$ cat src/rtl/life_gen_sequencer_if.sv
// Control/status bundle between the Life board datapath controller and its sequencer.
interface life_gen_sequencer_if #(
  parameter int unsigned CellBits = 6,
  parameter int unsigned SpdW     = 4,
  parameter int unsigned GenW     = 16
);
  logic                frame_start;
  logic                run;
  logic                step;
  logic                load;
  logic [SpdW-1:0]     speed;
  logic [CellBits-1:0] cell_idx;
  logic                load_en;
  logic                copy_en;
  logic                compute_en;
  logic                disp_sel;
  logic                busy;
  logic                gen_done;
  logic [GenW-1:0]     gen_count;

  modport master (
    output frame_start, run, step, load, speed,
    input  cell_idx, load_en, copy_en, compute_en, disp_sel, busy, gen_done, gen_count
  );

  modport slave (
    input  frame_start, run, step, load, speed,
    output cell_idx, load_en, copy_en, compute_en, disp_sel, busy, gen_done, gen_count
  );
endinterface

$ cat src/rtl/life_gen_sequencer.sv
// Sequences one Game-of-Life generation per N frames: LOAD seeds curr, COPY moves curr->prev,
// COMPUTE rebuilds curr from prev. Walks every cell index once per phase.
module life_gen_sequencer #(
  parameter int unsigned CellBits = 6,
  parameter int unsigned SpdW     = 4,
  parameter int unsigned GenW     = 16
) (
  input  logic                 clk_i,
  input  logic                 rst_ni,
  life_gen_sequencer_if.slave  bus
);

  typedef enum logic [1:0] {StIdle, StLoad, StCopy, StCompute} state_e;

  localparam logic [CellBits-1:0] CellMax = '1;

  state_e              state_q, state_d;
  logic [CellBits-1:0] cell_idx_q, cell_idx_d;
  logic                disp_sel_q, disp_sel_d;
  logic                gen_done_q, gen_done_d;
  logic [GenW-1:0]     gen_count_q, gen_count_d;
  logic [SpdW-1:0]     frame_cnt_q, frame_cnt_d;
  logic                step_pend_q, step_pend_d;
  logic                load_pend_q, load_pend_d;
  logic                start_load, start_copy;
  logic                last_cell;

  // State register; reset is synchronous and forces a fresh seed on the first frame.
  always_ff @(posedge clk_i) begin
    if (!rst_ni) begin
      state_q     <= StIdle;
      cell_idx_q  <= '0;
      disp_sel_q  <= 1'b0;
      gen_done_q  <= 1'b0;
      gen_count_q <= '0;
      frame_cnt_q <= '0;
      step_pend_q <= 1'b0;
      load_pend_q <= 1'b1;
    end else begin
      state_q     <= state_d;
      cell_idx_q  <= cell_idx_d;
      disp_sel_q  <= disp_sel_d;
      gen_done_q  <= gen_done_d;
      gen_count_q <= gen_count_d;
      frame_cnt_q <= frame_cnt_d;
      step_pend_q <= step_pend_d;
      load_pend_q <= load_pend_d;
    end
  end

  // Next-state logic: phase sequencing, cell walk, pending requests and frame pacing.
  always_comb begin
    state_d     = state_q;
    cell_idx_d  = cell_idx_q;
    disp_sel_d  = disp_sel_q;
    gen_done_d  = 1'b0;
    gen_count_d = gen_count_q;
    start_load  = 1'b0;
    start_copy  = 1'b0;
    last_cell   = (cell_idx_q == CellMax);

    unique case (state_q)
      StIdle: begin
        cell_idx_d = '0;
        if (bus.frame_start) begin
          // Load outranks both free-run and single-step.
          if (load_pend_q) begin
            state_d    = StLoad;
            start_load = 1'b1;
          end else if (step_pend_q || (bus.run && (frame_cnt_q == bus.speed))) begin
            state_d    = StCopy;
            start_copy = 1'b1;
          end
        end
      end
      StLoad: begin
        cell_idx_d = cell_idx_q + 1'b1;
        if (last_cell) begin
          state_d     = StIdle;
          gen_count_d = '0;
        end
      end
      StCopy: begin
        cell_idx_d = cell_idx_q + 1'b1;
        if (last_cell) begin
          state_d    = StCompute;
          disp_sel_d = 1'b1;
        end
      end
      StCompute: begin
        cell_idx_d = cell_idx_q + 1'b1;
        if (last_cell) begin
          state_d     = StIdle;
          disp_sel_d  = 1'b0;
          gen_done_d  = 1'b1;
          gen_count_d = gen_count_q + 1'b1;
        end
      end
      default: begin
        state_d    = StIdle;
        cell_idx_d = '0;
        disp_sel_d = 1'b0;
      end
    endcase

    // Frame pacing counter saturates at speed; a new generation restarts it.
    frame_cnt_d = frame_cnt_q;
    if (start_copy) begin
      frame_cnt_d = '0;
    end else if (bus.frame_start && bus.run) begin
      frame_cnt_d = (frame_cnt_q >= bus.speed) ? bus.speed : frame_cnt_q + 1'b1;
    end

    // A step while free-running is meaningless and is dropped.
    load_pend_d = bus.load | (load_pend_q & ~start_load);
    step_pend_d = (bus.step & ~bus.run) | (step_pend_q & ~start_copy);
  end

  // Outputs decode straight from the registered state.
  always_comb begin
    bus.cell_idx   = cell_idx_q;
    bus.load_en    = (state_q == StLoad);
    bus.copy_en    = (state_q == StCopy);
    bus.compute_en = (state_q == StCompute);
    bus.disp_sel   = disp_sel_q;
    bus.busy       = (state_q != StIdle);
    bus.gen_done   = gen_done_q;
    bus.gen_count  = gen_count_q;
  end

endmodule

$ cat src/flat_wrapper.sv
// flat-port wrapper written by rule: the top's interface ports become plain ports
module life_gen_sequencer_flat 
#(
  parameter int unsigned CellBits = 6,
  parameter int unsigned SpdW     = 4,
  parameter int unsigned GenW     = 16
)
  (clk_i, rst_ni, bus_frame_start, bus_run, bus_step, bus_load, bus_speed, bus_cell_idx, bus_load_en, bus_copy_en, bus_compute_en, bus_disp_sel, bus_busy, bus_gen_done, bus_gen_count);
  life_gen_sequencer_if #(.CellBits(CellBits), .SpdW(SpdW), .GenW(GenW)) bus_i ();
  input  logic clk_i;
  input  logic rst_ni;
  input wire logic [$bits(bus_i.frame_start)-1:0] bus_frame_start;
  input wire logic [$bits(bus_i.run)-1:0] bus_run;
  input wire logic [$bits(bus_i.step)-1:0] bus_step;
  input wire logic [$bits(bus_i.load)-1:0] bus_load;
  input wire logic [$bits(bus_i.speed)-1:0] bus_speed;
  output wire logic [$bits(bus_i.cell_idx)-1:0] bus_cell_idx;
  output wire logic [$bits(bus_i.load_en)-1:0] bus_load_en;
  output wire logic [$bits(bus_i.copy_en)-1:0] bus_copy_en;
  output wire logic [$bits(bus_i.compute_en)-1:0] bus_compute_en;
  output wire logic [$bits(bus_i.disp_sel)-1:0] bus_disp_sel;
  output wire logic [$bits(bus_i.busy)-1:0] bus_busy;
  output wire logic [$bits(bus_i.gen_done)-1:0] bus_gen_done;
  output wire logic [$bits(bus_i.gen_count)-1:0] bus_gen_count;
  assign bus_i.frame_start = bus_frame_start;
  assign bus_i.run = bus_run;
  assign bus_i.step = bus_step;
  assign bus_i.load = bus_load;
  assign bus_i.speed = bus_speed;
  assign bus_cell_idx = bus_i.cell_idx;
  assign bus_load_en = bus_i.load_en;
  assign bus_copy_en = bus_i.copy_en;
  assign bus_compute_en = bus_i.compute_en;
  assign bus_disp_sel = bus_i.disp_sel;
  assign bus_busy = bus_i.busy;
  assign bus_gen_done = bus_i.gen_done;
  assign bus_gen_count = bus_i.gen_count;
  life_gen_sequencer #(.CellBits(CellBits), .SpdW(SpdW), .GenW(GenW)) u_core (.clk_i(clk_i), .rst_ni(rst_ni), .bus(bus_i));
endmodule
$ cat config.mk
export PLATFORM = sky130hd
export DESIGN_NAME = life_gen_sequencer_flat
export DESIGN_NICKNAME = d
export VERILOG_FILES = /design/src/rtl/life_gen_sequencer_if.sv /design/src/rtl/life_gen_sequencer.sv /design/src/flat_wrapper.sv
export SDC_FILE = /design/constraint.sdc
export NUM_CORES = 1
export LEC_CHECK = 0
export BUFFER_PORTS_ARGS = -buffer_cell sky130_fd_sc_hd__buf_2
export CAP_MARGIN = 20
export CORE_MARGIN = 3
export CORE_UTILIZATION = 48
export CTS_CLUSTER_SIZE = 24
export DETAILED_ROUTE_END_ITERATION = 16
export GPL_ROUTABILITY_DRIVEN = 0
export PLACE_DENSITY = 0.75
export SYNTH_ARGS = -nofsm -noshare
export SYNTH_HDL_FRONTEND = slang
export SYNTH_SLANG_ARGS = --single-unit
$ cat constraint.sdc
create_clock -name clk_i -period 1.5 [get_ports clk_i]
set_input_delay 0.15 -clock clk_i [delete_from_list [all_inputs] [get_ports clk_i]]
set_output_delay 0.15 -clock clk_i [all_outputs]
set_load 0.03 [all_outputs]
* Yosys cells after proc, flatten, opt, wreduce, memory -nomap -nowiden
Index checks and enable logic that the tools add are counted.
** Operators by class
- Equality and inequality tests :: 11
- $add $sub $neg :: 3
- $lt $le $gt $ge :: 1
- Bitwise operators :: 9
- Reductions and logical operators :: 14
- Multiplexer cells :: 22
** Operators by type and width (count)
- 16-bit 2-to-1 mux :: 2
- 16-bit one-hot mux with 2 select lines :: 1
- 16-bit by 1-bit adder with 16-bit output (second input constant) :: 1
- 6-bit one-hot mux with 2 select lines :: 1
- 1-bit 2-to-1 mux :: 10
- 2-bit 2-to-1 mux :: 5
- 2-bit by 1-bit != test with 1-bit output (second input constant) :: 4
- 6-bit by 1-bit adder with 6-bit output (second input constant) :: 1
- 6-bit == test (second input constant) :: 1
- 2-bit one-hot mux with 3 select lines :: 1
- 3-bit AND reduction :: 2
- 2-bit nonzero test :: 3
- 4-bit by 1-bit adder with 4-bit output (second input constant) :: 1
- 2-bit == test (second input constant) :: 2
- 4-bit == test :: 1
- 4-bit >= comparator :: 1
- 4-bit 2-to-1 mux :: 1
- 1-bit inverter :: 4
- 4-bit AND reduction :: 1
- 2-bit OR reduction :: 2
- 1-bit bitwise AND :: 3
- 3-bit by 1-bit != test with 1-bit output (second input constant) :: 1
- 3-bit OR reduction :: 1
- 2-bit by 1-bit == test with 1-bit output (second input constant) :: 1
- 7 further kinds :: 9
** Word-level totals
- Output and inout bits :: 28
- Word-level logic and storage cells :: 68
- Bits of input ports :: 10
- Bits in registers :: 32

* Longest topological paths before layout
- Depth in word-level cells :: 10
- Depth in mapped cells :: 6
- Gate-level depth less buffers :: 6

* Worst setup path before layout
No wires, ideal clock.
- Path type :: flip-flop to flip-flop
- From :: register u_core.cell_idx_q[0] (netlist: u_core.bus.cell_idx[0])
- To :: register u_core.gen_count_q[9] (netlist: u_core.bus.gen_count[9])
- Arrival time :: 1.826 ns
- Data required time :: 1.433 ns
- Library setup time :: 0.067 ns
- Stages on the path, launching flop included :: 7
- Setup slack :: -0.393 ns
- Path buffers :: 1
- Period minus slack after synthesis :: 1.893 ns
- Path through :: dfxtp_1 -> ha_1 -> and3_1 -> buf_4 -> nand3_4 -> or4_4 -> a21oi_2
** Between the ends
- Word-level cells in the longest chain between the ends :: 3
- Elaborated cells between the ends (all ways) :: 4
- Those cells by class :: eq/ne (3); reduce/logical (1)
** Ends and longest elaborated chain
- from (decl) :: RTL line life_gen_sequencer.sv:18 : logic [CellBits-1:0] cell_idx_q, cell_idx_d;
- from (signal assigned) :: RTL line life_gen_sequencer.sv:41 : cell_idx_q <= cell_idx_d;
- 6-bit == test * :: RTL line life_gen_sequencer.sv:60 : last_cell = (cell_idx_q == CellMax);
- 2-bit by 1-bit != test with 1-bit output (no source line)
- 3-bit AND reduction (no source line) *
- to (signal assigned) :: RTL line life_gen_sequencer.sv:44 : gen_count_q <= gen_count_d;
- to (decl) :: RTL line life_gen_sequencer.sv:21 : logic [GenW-1:0] gen_count_q, gen_count_d;
Every way passes the cells marked *; elsewhere a longest branch is shown, timed or not.
A chain may end at the register's enable or synchronous reset.

* Worst setup path in the final report
- From :: register u_core.frame_cnt_q[1]
- To :: register u_core.state_q[1]
** Between the ends
- Word-level cells in the longest chain between the ends :: 5
** Ends and longest elaborated chain
- from (decl) :: RTL line life_gen_sequencer.sv:22 : logic [SpdW-1:0] frame_cnt_q, frame_cnt_d;
- from (signal assigned) :: RTL line life_gen_sequencer.sv:45 : frame_cnt_q <= frame_cnt_d;
- 4-bit == test :: RTL line life_gen_sequencer.sv:70 : end else if (step_pend_q || (bus.run && (frame_cnt_q == bus.speed))) begin
- 1-bit logical AND :: RTL line life_gen_sequencer.sv:70
- 1-bit logical OR :: RTL line life_gen_sequencer.sv:70
- 3-bit by 1-bit != test with 1-bit output (no source line)
- 4-bit AND reduction (no source line)
- to (signal assigned) :: RTL line life_gen_sequencer.sv:31 : state_q <= StIdle;
- to (signal assigned) :: RTL line life_gen_sequencer.sv:40 : state_q <= state_d;
- to (decl) :: RTL line life_gen_sequencer.sv:17 : state_e state_q, state_d;
Every way passes these cells.

==> results.txt <==
The flow ran to the end, but the final reports show violations. The final reports fail on negative setup slack. Detailed routing inserted a total of 1,827 vias. The max-slew violation count was 0; the number of nets in the layout was 297. The number of cells produced by synthesis was 198.

TritonCTS built the clock tree. The worst setup path is launched from a register. In the synthesized netlist the async set-or-reset flop fraction comes to 0%. After synthesis, the mean cell area works out to 8.367 sq um.

Fill cells in the final layout number 236. In this run the tightest slew margin relative to its limit is 81.65%. For this design, the slowest cell found on the critical path is dfxtp_2. The number of nets handed over by synthesis was 215. For this block, the initial DRC count from the detailed router was 102.

The library cell used most frequently in the layout, excluding fill and tap cells, is buf_4. The cell area that synthesis handed to floorplanning was 1657 sq um. The net switching power came out at 0.5325 mW.

Final instance area: 2460 sq um. The endpoint kind of the worst setup timing path was a register. During synthesis, Yosys emitted a total of 0 warnings.

In the global route stage, met1 resource usage came out at 24.06%. IR analysis of the VDD net gives a maximum drop of 0.6153 mV. Setup violations remaining at the end of the flow were counted as 6. For the pin count of the biggest net entering global routing, the log shows 12. In this run the cell area measured after placement is 2206 sq um. The internal power summed over all cells is 1.244 mW. Measured along the y axis, the die boundary spans 64.75 um. The worst register-to-register path ends at u_core.state_q[1]. The length in cells of the worst reg-to-reg path is 5. Detailed-route DRC error count: 0. In this run, the clock network consumes 25.6% of the power.

Walking the worst path, the cells encountered are ha_4 > and3_4 > a311oi_2 > o32ai_2 > o221a_2. The setup check on the worst reg-to-reg path leaves a slack of -50 ps. The run gives 32 as the TritonCTS sink count. The number of global-route vias before repair was 1,689.

Dividing the detail-routed wire length by the instance count gives 13.99 um. The synthesized netlist contains 42 unique library cells. The ratio of cells with drive above 1 in the final layout is 48.04%. In this run the static leakage power is 1.026 nW. The number of antenna violations at the first check in global routing was 0. The worst endpoint required time came out at 1730 ps. Max-cap violations in this run came to 0. The critical path is of the reg2reg type.

Buffer type at the clock tree root: clkbuf_4. In this run the horizontal extent of the chip is 64.75 um. The first global-routing pass estimated 6948 um of wire. The maximum number of buffers from clock root to sink is 2. In this run the most used layer during global routing was met2. The number of antenna-violating nets in the routed design was 0; the total routing resource utilization after global routing was 20.75%. Counting the buffers created by CTS gives 5.

In this run the power density over the cells is 722.0 nW/um^2. In this run the worst path has a maximum fanout of 2. The source of the worst register-to-register timing path is u_core.frame_cnt_q[1]. The floorplan has 20 rows. The minimum setup slack in the final design was -47.06 ps; the area of the die was 4192 sq um.

The synthesized design contains 32 register bits. The tools report the area of the core region as 3178 sq um. The area added between synthesis and finish came out at 48.49%. In the layout the commonest cells are buf_4 (39), buf_2 (36), nand2_1 (20), dfxtp_2 (15), dfxtp_1 (14).

The arrival time of data at the critical path endpoint was 1770 ps; the maximum cell stage delay along the critical path was 360 ps. After detailed routing, the number of vias per cell comes to 5.622. Port buffering added 37 buffers. For this run, the register share of the synthesized area comes to 38.67%. The period utilization came out at 103.1%. The switching part of the total is 29.98%. Classification of the worst-slack hold path: in2reg. In this run, the combinational gates consume 23.1% of the power. Setup repair after global routing could not meet its margin everywhere. The logs give 51.3% for the sequential cell fraction of total power and -46.36 ps for the post-place setup slack.

0 antenna diodes ended up in the layout. The routed design has 4547 um of wire. After clock tree synthesis, the clock-pin slew on the worst setup and hold paths is 90 ps. The total overflow left after global routing is 0.

Timing would allow up to 0.6464 GHz. The insertion delay of the later-clocked pin in the worst-skew pair is 330 ps, and the minimum clock period is 1547 ps. In this run, synthesis inferred 0 flip-flops with an integrated enable.

The clock arrives with 4.767 ps of skew. The total negative slack for setup checks came out at -90.95 ps. The initial utilization of the core area, before any placement, comes to 52.13%.

In this run the worst setup path terminates at u_core.state_q[1]. The worst setup path startpoint is u_core.frame_cnt_q[1]. At the pin with the least slew margin, the transition time is 273.0 ps.

In the synthesized netlist the dominant register cell turns out to be dfxtp_1. Before antenna repair, the detailed router went through 4 iterations. For met3 alone, demand over resource in global routing was 4.333%. For this design the top-level I/O count stands at 38. The tools report the HPWL reported at the end of detailed placement as 3049 um. In this run the number of H-tree levels came out at 2. For met2 alone, demand over resource in global routing was 37.55%. The final hold violation count is 0.
## cells by family after synthesis
family	Yosys count	share of synthesized area [%]
AND/OR/NAND/NOR	92	30.21
flip-flops	32	38.67
multiplexers	5	3.021
adder cells (fa/ha/maj)	7	5.287
XOR/XNOR	5	2.644
buffers and inverters	13	3.248
AO/OA/AOI/OAI	44	16.92
## power groups by stage
stage | registers, mW | clock network, mW | logic (mW)
floorplan | 0.922 | 0 | 0.193
global placement | 0.922 | 0 | 0.315
detailed placement | 0.923 | 0 | 0.319
CTS | 0.906 | 0.465 | 0.350
global route | 0.915 | 0.506 | 0.443
finish | 0.911 | 0.455 | 0.410
## metal layers
| metal | vias to the layer above | wire, um |
|---|---|---|
| li1 | 898 | - |
| met4 | 0 | 102 |
| met2 | 56 | 2253 |
| met3 | 14 | 246 |
| met1 | 859 | 1944 |
| met5 | - | 0 |
## cells in the mapped netlist, drive strengths merged, types with 2 or more instances
| library cell | n | share of area (%) |
|---|---|---|
| dfxtp | 32 | 39 |
| a21oi | 13 | 4.2 |
| or3 | 7 | 2.6 |
| o22ai | 2 | 0.76 |
| o21ai | 12 | 3.9 |
| nor2b | 4 | 1.5 |
| nand3 | 12 | 4.4 |
| clkbuf | 2 | 0.45 |
| and4 | 2 | 1.1 |
| xnor2 | 3 | 1.6 |
| nand2 | 20 | 4.5 |
| nand4 | 9 | 3.4 |
| nor2 | 11 | 2.5 |
| and3 | 5 | 1.9 |
| mux2i | 5 | 3.0 |
| a31oi | 4 | 1.5 |
| ha | 7 | 5.3 |
| xor2 | 2 | 1.1 |
| nor3 | 7 | 2.1 |
| or4 | 2 | 1.1 |
| nand2b | 4 | 1.5 |
| inv | 9 | 2.0 |
| buf | 2 | 0.76 |
| and2 | 5 | 1.9 |
| o31ai | 3 | 1.4 |
| a311oi | 3 | 1.6 |
## state kept, by name, indices dropped and copies added, names as in the netlist
| register | count |
|---|---|
| u_core.bus.disp_sel | 1 |
| u_core.bus.gen_done | 1 |
| u_core.bus.cell_idx | 6 |
| u_core.state_q | 2 |
| u_core.load_pend_q | 1 |
| u_core.step_pend_q | 1 |
| u_core.frame_cnt_q | 4 |
| u_core.bus.gen_count | 16 |
## worst min path at each step
stage               startpoint            endpoint  cells past startpoint
floorplan             bus_load  u_core.load_pend_q                      1
global placement      bus_load  u_core.load_pend_q                      2
detailed placement    bus_load  u_core.load_pend_q                      2
CTS                   bus_step  u_core.step_pend_q                      3
global route          bus_step  u_core.step_pend_q                      3
finish                bus_step  u_core.step_pend_q                      3
## area by class of cell
class / count / area, sq um / area share, %
Multi-Input combinational cell: 153 / 1139 / 46.29
Sequential cell: 32 / 670.6 / 27.26
Timing Repair Buffer: 79 / 513.0 / 20.85
Tap cell: 44 / 55.05 / 2.238
Clock buffer: 7 / 45.04 / 1.831
Inverter: 9 / 33.78 / 1.373
Clock inverter: 1 / 3.754 / 0.1526
## metrics by stage
stage	instances	utilization, %	total power, mW	hold WS, ps
finish	325	77.40	1.776	74.33
global route	325	77.40	1.865	88.53
CTS	321	73.58	1.721	79.66
detailed placement	307	69.41	1.242	342.2
global placement	307	69.41	1.237	339.2
floorplan	198	-	1.115	248.6
## timing repair
action | 4_1_cts | 5_1_grt
hold buffers | 1 | 0
buffers inserted | 5 | 4
gates resized for setup | 7 | 26
pin swaps | 6 | 22
hold endpoints to repair | 1 | 0
endpoints found under the setup margin | 13 | 23
cloned | 0 | 0
## critical path: cells and delay by family, from the launching register on
| kind | cells | cell delay, ps |
|---|---|---|
| AND/OR/NAND/NOR | 1 | 180 |
| adder cells (fa/ha/maj) | 1 | 240 |
| AO/OA/AOI/OAI | 3 | 680 |
| flip-flops | 1 | 360 |
(Power assumes the default switching activity.)
